## src/rtl/seg7_scan_driver.sv

```systemverilog
// Time-multiplexed N-digit 7-segment driver: latches hex digits on load, swaps
// them in at frame boundaries only, and scans one digit at a time onto seg/anode lines.
module seg7_scan_driver #(
  parameter int NUM_DIGITS     = 4,
  parameter int REFRESH_DIV    = 50000,
  parameter int SEG_ACTIVE_LOW = 0,
  parameter int AN_ACTIVE_LOW  = 1,
  parameter int BLANK_LEADING  = 1
) (
  input  logic                    clk,
  input  logic                    rst,
  input  logic                    load,
  input  logic [4*NUM_DIGITS-1:0] in_nums,
  input  logic [NUM_DIGITS-1:0]   in_dp,
  input  logic [NUM_DIGITS-1:0]   in_blank,
  output logic [7:0]              seg_code,
  output logic [NUM_DIGITS-1:0]   an_sel,
  output logic                    frame_tick
);

  localparam int DIV_W = (REFRESH_DIV > 1) ? $clog2(REFRESH_DIV) : 1;
  localparam int IDX_W = (NUM_DIGITS > 1) ? $clog2(NUM_DIGITS) : 1;

  localparam logic [7:0]            SEG_DARK = (SEG_ACTIVE_LOW != 0) ? 8'hFF : 8'h00;
  localparam logic [NUM_DIGITS-1:0] AN_NONE  = (AN_ACTIVE_LOW != 0) ? '1 : '0;

  logic [DIV_W-1:0]        div_cnt;
  logic [IDX_W-1:0]        digit_idx;
  logic [4*NUM_DIGITS-1:0] shadow_nums, active_nums;
  logic [NUM_DIGITS-1:0]   shadow_dp, active_dp;
  logic [NUM_DIGITS-1:0]   shadow_blank, active_blank;
  logic                    pending;

  logic                    div_last;
  logic                    frame_end;
  logic [NUM_DIGITS-1:0]   lz_blank;
  logic                    upper_zero;
  logic [3:0]              cur_nib;
  logic                    cur_dp;
  logic                    cur_dark;
  logic [7:0]              seg_next;
  logic [NUM_DIGITS-1:0]   an_next;

  function automatic logic [6:0] glyph(input logic [3:0] v);
    logic [6:0] g;
    case (v)
      4'h0: g = 7'h3F;
      4'h1: g = 7'h06;
      4'h2: g = 7'h5B;
      4'h3: g = 7'h4F;
      4'h4: g = 7'h66;
      4'h5: g = 7'h6D;
      4'h6: g = 7'h7D;
      4'h7: g = 7'h07;
      4'h8: g = 7'h7F;
      4'h9: g = 7'h6F;
      4'hA: g = 7'h77;
      4'hB: g = 7'h7C;
      4'hC: g = 7'h39;
      4'hD: g = 7'h5E;
      4'hE: g = 7'h79;
      default: g = 7'h71;
    endcase
    return g;
  endfunction

  assign div_last  = (div_cnt == DIV_W'(REFRESH_DIV - 1));
  assign frame_end = div_last && (digit_idx == IDX_W'(NUM_DIGITS - 1));

  // A digit is leading-blanked when it and every more significant nibble are zero.
  always_comb begin
    upper_zero = 1'b1;
    lz_blank   = '0;
    for (int k = NUM_DIGITS - 1; k >= 0; k--) begin
      upper_zero  = upper_zero && (active_nums[4*k +: 4] == 4'h0);
      lz_blank[k] = (BLANK_LEADING != 0) && (k > 0) && upper_zero;
    end
  end

  always_comb begin
    cur_nib  = 4'h0;
    cur_dp   = 1'b0;
    cur_dark = 1'b0;
    an_next  = '0;
    for (int k = 0; k < NUM_DIGITS; k++) begin
      if (digit_idx == IDX_W'(k)) begin
        cur_nib    = active_nums[4*k +: 4];
        cur_dp     = active_dp[k];
        cur_dark   = active_blank[k] || lz_blank[k];
        an_next[k] = 1'b1;
      end
    end
    seg_next = {cur_dp, cur_dark ? 7'h00 : glyph(cur_nib)};
    if (SEG_ACTIVE_LOW != 0) seg_next = ~seg_next;
    if (AN_ACTIVE_LOW != 0)  an_next  = ~an_next;
  end

  always_ff @(posedge clk) begin
    if (rst) begin
      div_cnt   <= '0;
      digit_idx <= '0;
    end else if (div_last) begin
      div_cnt   <= '0;
      digit_idx <= (digit_idx == IDX_W'(NUM_DIGITS - 1)) ? '0 : digit_idx + IDX_W'(1);
    end else begin
      div_cnt   <= div_cnt + DIV_W'(1);
    end
  end

  // Active data only changes on a frame boundary so a frame never mixes two loads.
  always_ff @(posedge clk) begin
    if (rst) begin
      shadow_nums  <= '0;
      shadow_dp    <= '0;
      shadow_blank <= '0;
      active_nums  <= '0;
      active_dp    <= '0;
      active_blank <= '0;
      pending      <= 1'b0;
    end else if (frame_end) begin
      if (load) begin
        active_nums  <= in_nums;
        active_dp    <= in_dp;
        active_blank <= in_blank;
      end else if (pending) begin
        active_nums  <= shadow_nums;
        active_dp    <= shadow_dp;
        active_blank <= shadow_blank;
      end
      pending <= 1'b0;
    end else if (load) begin
      shadow_nums  <= in_nums;
      shadow_dp    <= in_dp;
      shadow_blank <= in_blank;
      pending      <= 1'b1;
    end
  end

  always_ff @(posedge clk) begin
    if (rst) begin
      seg_code   <= SEG_DARK;
      an_sel     <= AN_NONE;
      frame_tick <= 1'b0;
    end else begin
      seg_code   <= seg_next;
      an_sel     <= an_next;
      frame_tick <= frame_end;
    end
  end

endmodule
```

## config.mk

```make
export PLATFORM = sky130hd
export DESIGN_NAME = seg7_scan_driver
export DESIGN_NICKNAME = d
export VERILOG_FILES = /design/src/rtl/seg7_scan_driver.sv
export SDC_FILE = /design/constraint.sdc
export NUM_CORES = 1
export LEC_CHECK = 0
export ABC_AREA = 1
export CORE_ASPECT_RATIO = 1.4
export CORE_UTILIZATION = 52
export CTS_CLUSTER_SIZE = 16
export DETAILED_ROUTE_END_ITERATION = 10
export PLACE_DENSITY = 0.73
export SYNTH_ARGS = -nofsm -noshare
export SYNTH_HDL_FRONTEND = slang
export SYNTH_SLANG_ARGS = --single-unit
```

## constraint.sdc

```tcl
create_clock -name clk -period 1.7 [get_ports clk]
set_input_delay 0.17 -clock clk [delete_from_list [all_inputs] [get_ports clk]]
set_output_delay 0.17 -clock clk [all_outputs]
set_load 0.005 [all_outputs]
```

; ---- Word level (Yosys, flattened, before mapping)
; Memories as Yosys holds them, arrays and structs flattened. A register that Yosys moved wholly into a read port is not among the register bits.
; Index checks and enable logic that the tools add are counted.
[word_totals]
word_cells = 60
n_memories = 1
ff_bits = 73
mem_bits_ro = 112
out_inout_bits = 13
[classes]
bitwise = 2
n_eq_ne = 4
mux = 23
reduce_logical = 16
n_addsub = 2
[memory_table]
columns = name, depth, width, rd, rd_clocked_by_memory_dff, wr, line_no
row1 = (name not given), 16, 7, 1, 1, 0, 46  ; case (v)
[ops]
columns = operator, n
row1 = two-way mux 16 bit, 2
row2 = two-way mux 4 bit, 8
row3 = adder 16 x 1 -> 16 bit (second input constant), 1
row4 = equality test 16 bit (second input constant), 1
row5 = logical NOT 4 bit, 3
row6 = two-way mux 1 bit, 12
row7 = OR reduction 2 bit, 3
row8 = equality test 2 bit (second input constant), 2
row9 = inverter 4 bit, 1
row10 = AND reduction 2 bit, 2
row11 = logical AND 1 bit, 3
row12 = logical OR 1 bit, 3
row13 = adder 2 x 1 -> 2 bit (second input constant), 1
row14 = equality test 2 x 1 -> 1 bit (second input constant), 1
row15 = logical NOT 2 bit, 1
row16 = two-way mux 2 bit, 1
row17 = nonzero test 2 bit, 1
row18 = inverter 1 bit, 1

; ---- Depth between registers and ports, before layout
[logic_depth]
word_depth = 8
ltp_mapped = 16
depth_no_buf = 15

; ---- Worst setup path before layout
; Ideal clock, no wire load.
[synth_path]
path_kind = reg2reg
from = register digit_idx[0]
to = register seg_code[5]
path_slack_ns = -0.184
path_buffers = 1
path_stages_with_launch = 17
period_less_slack_ns = 1.884
t_arrival_ns = 1.765
setup_ns = 0.119
path_cell_list = dfxtp_1 > inv_1 > ha_1 > buf_4 > inv_1 > nor2_1 > nor2_1 > nand2_1 > nand2_1 > inv_1 > ha_1 > inv_1 > nand3_1 > nand3_1 > nand2_1 > inv_1 > nor2_1
[synth_between]
elab_chain_cells = 6
elab_cells_between_ends = 13
[synth_lines]
columns = element, line_no
row1 = start: declaration, 28  ; logic [IDX_W-1:0] digit_idx;
row2 = start signal: assignment, 104  ; digit_idx <= (digit_idx == IDX_W'(NUM_DIGITS - 1)) ? '0 : digit_idx + IDX_W'(1);
row3 = logical NOT 2 bit, 86  ; if (digit_idx == IDX_W'(k)) begin
row4 = two-way mux 1 bit (4 in series), 86
row5 = OR reduction 2 bit (no line), --
row6 = end: declaration, 16  ; output logic [7:0] seg_code,
; Several ways; a longest one is shown, not always the timed one.
; A chain may end at the register's enable or synchronous reset.

; ---- Final worst setup path
; Ends and elaborated chain as after synthesis.

==> impl_metrics.py <==
metrics = {
    "outcome": {
        "outcome": "finished, violations left",
        "failed_checks": "negative setup slack",
    },
    "sta": {
        "clock.fmax_mhz": 563,
        "tightestPinTransition_ns": 0.311,
        "finalWorstSetupSlack_ns": -0.0775,
        "min_period_over_period_pct": 105,
        "grt_setup_unrepaired": "yes",
        "drv_slew": 0,
        "setup_violations": 4,
        "finClkSkew_ns": 0.0120,
        "max_slew_margin_pct": 79.1,
        "hold_viol_final": 0,
        "period_needed_ns": 1.78,
    },
    "finish": {
        "fin_util_pct": 71.4,
        "nets": 700,
        "antenna_cells": 0,
        "syn_to_final_growth_pct": 30.9,
        "stdcell_count": 762,
        "final.fill_count": 609,
        "drive_gt1_share_pct": 21.4,
    },
    "placed_design": {
        "port_buffers": 39,
        "gp_congestion": 0.945,
        "dp_hpwl_um": 6340,
        "dp_cells": 731,
        "post-place-ws_ns": -0.0988,
    },
    "global_routing": {
        "grt_antenna_before_repair": 0,
        "track_usage_pct": 23.0,
        "grt-ovfl-total": 0,
        "grt_max_degree": 33,
        "grt_pass1_vias": 3509,
        "grt_pass1_wl_um": 15200,
    },
    "routing": {
        "antenna_left": 0,
        "highest_layer": "met4",
        "avgRoutedWirePerCell_um": 13.4,
        "drt_iter0_markers": 193,
        "dr_wl_met2_um": 5510,
        "vias": 4009,
        "firstDrtPassIters": 5,
        "vias_per_cell": 5.26,
        "drc_errors": 0,
        "wl_um": 10200,
        "m1WireLength_um": 4050,
        "wl_met3_um": 308,
    },
    "floorplan": {
        "row_count": 37,
        "die_area_um2": 8230,
        "die_h_um": 107,
        "pin_count": 40,
        "initial_utilization_pct": 54.6,
        "core_area_um2": 7500,
        "die_x_um": 77.0,
    },
    "worst_setup_path": {
        "start_kind": "register",
        "critPathKind": "reg2reg",
        "critPathCaptureType": "register",
        "cp.required_ns": 1.94,
        "crit_fanout": 5,
        "arrival_ns": 2.02,
    },
    "pwr": {
        "p_clk_share_pct": 39.9,
        "power_frac_seq_pct": 50.8,
        "p_per_area_nw_per_um2": 721,
        "internal-power_mw": 2.93,
        "switching_share_pct": 24.3,
        "combPwrFrac_pct": 9.3,
        "ir_worst_vdd_mv": 0.552,
        "leakagePower_nw": 2.20,
        "switching_power_uw": 937,
    },
    "synthesis": {
        "synthSimpleGateAreaFrac_pct": 36.6,
        "yosys_warnings": 0,
        "synth_top_cell_area_share_pct": 39.1,
        "synthMuxAreaShare_pct": 0,
        "synth-seq-area-share_pct": 39.1,
        "synth-xor-area-share_pct": 0.214,
        "synth_area_um2": 4090,
        "yosysTopAreaCell": "dfxtp_1",
        "synth_top_family_by_area": "simple AND/OR/NAND/NOR gates",
        "synth_fa_ha_area_share_pct": 3.67,
        "synthTopCellsByArea": "dfxtp_1 39%, nand2_1 14%, nor2_1 8.0%, nand3_1 6.2%, a21oi_1 5.5%",
        "yosysUniqueCellTypes": 30,
        "avgSynthCellArea_um2": 6.82,
        "syn_nets": 639,
        "synth_compound_area_share_pct": 9.26,
        "ys_ff_latch": 80,
        "syn_inst": 600,
    },
    "clock_tree": {
        "htree_levels": 3,
        "numCtsBuffers": 9,
        "cts_root_buf": "clkbuf_8",
        "cts_tree": "done",
        "clk_pin_slew_worst_paths_ns": 0.08,
        "clock_latency_ns": 0.36,
        "clock-sinks": 80,
        "clockBufferDepth": 2,
    },
    "flow_run": {
        "drv_cap": 0,
    },
    "worst_hold_path": {
        "holdCritPathClass": "in2reg",
    },
}
registers in the layout, summed over array words and instances (netlist names), 4 cells and up:
register and flops:
active_nums 16, active_blank 4, shadow_dp 4, div_cnt 16, an_sel 4, shadow_nums 16
seg_code 8, active_dp 4, shadow_blank 4
cell families after synthesis:
kind of cell / after synthesis
buffers and inverters: 93
AOI/OAI and AO/OA: 75
DFF: 80
and+or+nand+nor: 339
xor gates and xnor gates: 1
adders and majority gates: 12
area by class of cell:
| cell class | count | area, um2 | area share (%) |
|---|---|---|---|
| clock buffer | 9 | 124 | 2.31 |
| clock inverter | 6 | 92.6 | 1.73 |
| sequential | 80 | 1610 | 30.1 |
| tap | 97 | 121 | 2.27 |
| multi-input combinational | 430 | 2340 | 43.7 |
| inverter | 60 | 250 | 4.67 |
| timing repair buffer | 80 | 816 | 15.2 |
path summary, 6_finish.rpt:
kind                              startpoint        endpoint  slack [ns]  depth (start not counted)
worst min-delay path              in_nums[0]  shadow_nums[0]        0.47                          5
worst max-delay path            digit_idx[0]     seg_code[5]       -0.08                         15
worst max register to register  digit_idx[0]     seg_code[5]       -0.08                         15
worst min register to register  active_dp[2]    active_dp[2]        0.47                          2
through the flow:
stage / instance area [um2] / total power [mW] / setup TNS (ns) / hold slack, ns
2_1_floorplan: 4130 / 2.18 / 0 / 0.411
3_3_place_gp: 4660 / 2.31 / -0.00586 / 0.449
3_5_place_dp: 4660 / 2.32 / -0.722 / 0.457
4_1_cts: 4970 / 3.83 / 0 / 0.463
5_1_grt: 5360 / 4.02 / -1.88 / 0.481
6_report: 5360 / 3.86 / -0.121 / 0.465
timing repair:
item                       4_1_cts  5_1_grt
setup buffers                    2        8
pin swaps                        9       21
gates cloned                     0        6
hold buffers                     0        0
setup endpoints to repair       27       55
gates resized for setup         23       61
critical path, stage by stage (launching register included):
cell and delay [ns]:
dfxtp_4 0.39, inv_4 0.06, ha_4 0.18, inv_4 0.07, nor2_1 0.04, nor2_1 0.12, nand2_2 0.09, nand2_4 0.16
inv_6 0.07, ha_4 0.16, inv_2 0.05, nand3_2 0.07, nand3_1 0.07, nand2_1 0.05, inv_1 0.04, nor2_1 0.03
routing by layer:
layer,up-vias,GRT usage [%]
met4,0,11.5
met1,1832,25.8
met3,25,3.57
met5,-,0
met2,100,41.8
li1,2052,-
power groups by stage:
stage | registers, mW | clock network [mW] | logic [mW]
3_5_place_dp | 2.00 | 0 | 0.321
6_report | 1.96 | 1.54 | 0.359
4_1_cts | 1.95 | 1.56 | 0.323
3_3_place_gp | 1.99 | 0 | 0.315
2_1_floorplan | 1.99 | 0 | 0.189
5_1_grt | 1.97 | 1.65 | 0.400
Yosys cell counts:
| library cell | n |
|---|---|
| nor3_1 | 5 |
| buf_4 | 4 |
| nand4_1 | 27 |
| nand3b_1 | 1 |
| ha_1 | 12 |
| nor2_1 | 87 |
| nand2_1 | 149 |
| a21oi_1 | 45 |
| a31oi_1 | 1 |
| nor2_4 | 1 |
| buf_2 | 9 |
| inv_1 | 57 |
| clkbuf_1 | 9 |
| nor3b_1 | 1 |
| nand3_1 | 51 |
| buf_1 | 2 |
| nand2_4 | 2 |
| or2_2 | 6 |
| dfxtp_1 | 80 |
| xnor2_1 | 1 |
| nand2_2 | 5 |
| nand4_2 | 1 |
| and3_1 | 1 |
| inv_2 | 3 |
| buf_8 | 3 |
| a21boi_0 | 1 |
| buf_6 | 6 |
| o21ai_0 | 28 |
| nor3_2 | 1 |
| nand3_4 | 1 |
cells in the final DEF, fill, tap and decap left out, types with 6 or more instances in the layout:
cell type        Yosys  layout
a21oi_1             45      42
inv_1               57      48
nor2_1              87      64
nand3_1             51      48
clkbuf_8             0       9
clkdlybuf4s50_1      0      39
dfxtp_1             80      76
buf_12               0       6
ha_4                 0      10
nand2_1            149     140
or2_2                6       6
nand2_2              5      11
nor2_2               0      20
o21ai_0             28      28
buf_4                4      31
nand4_1             27      27
Power figures use the tool's default switching activity.
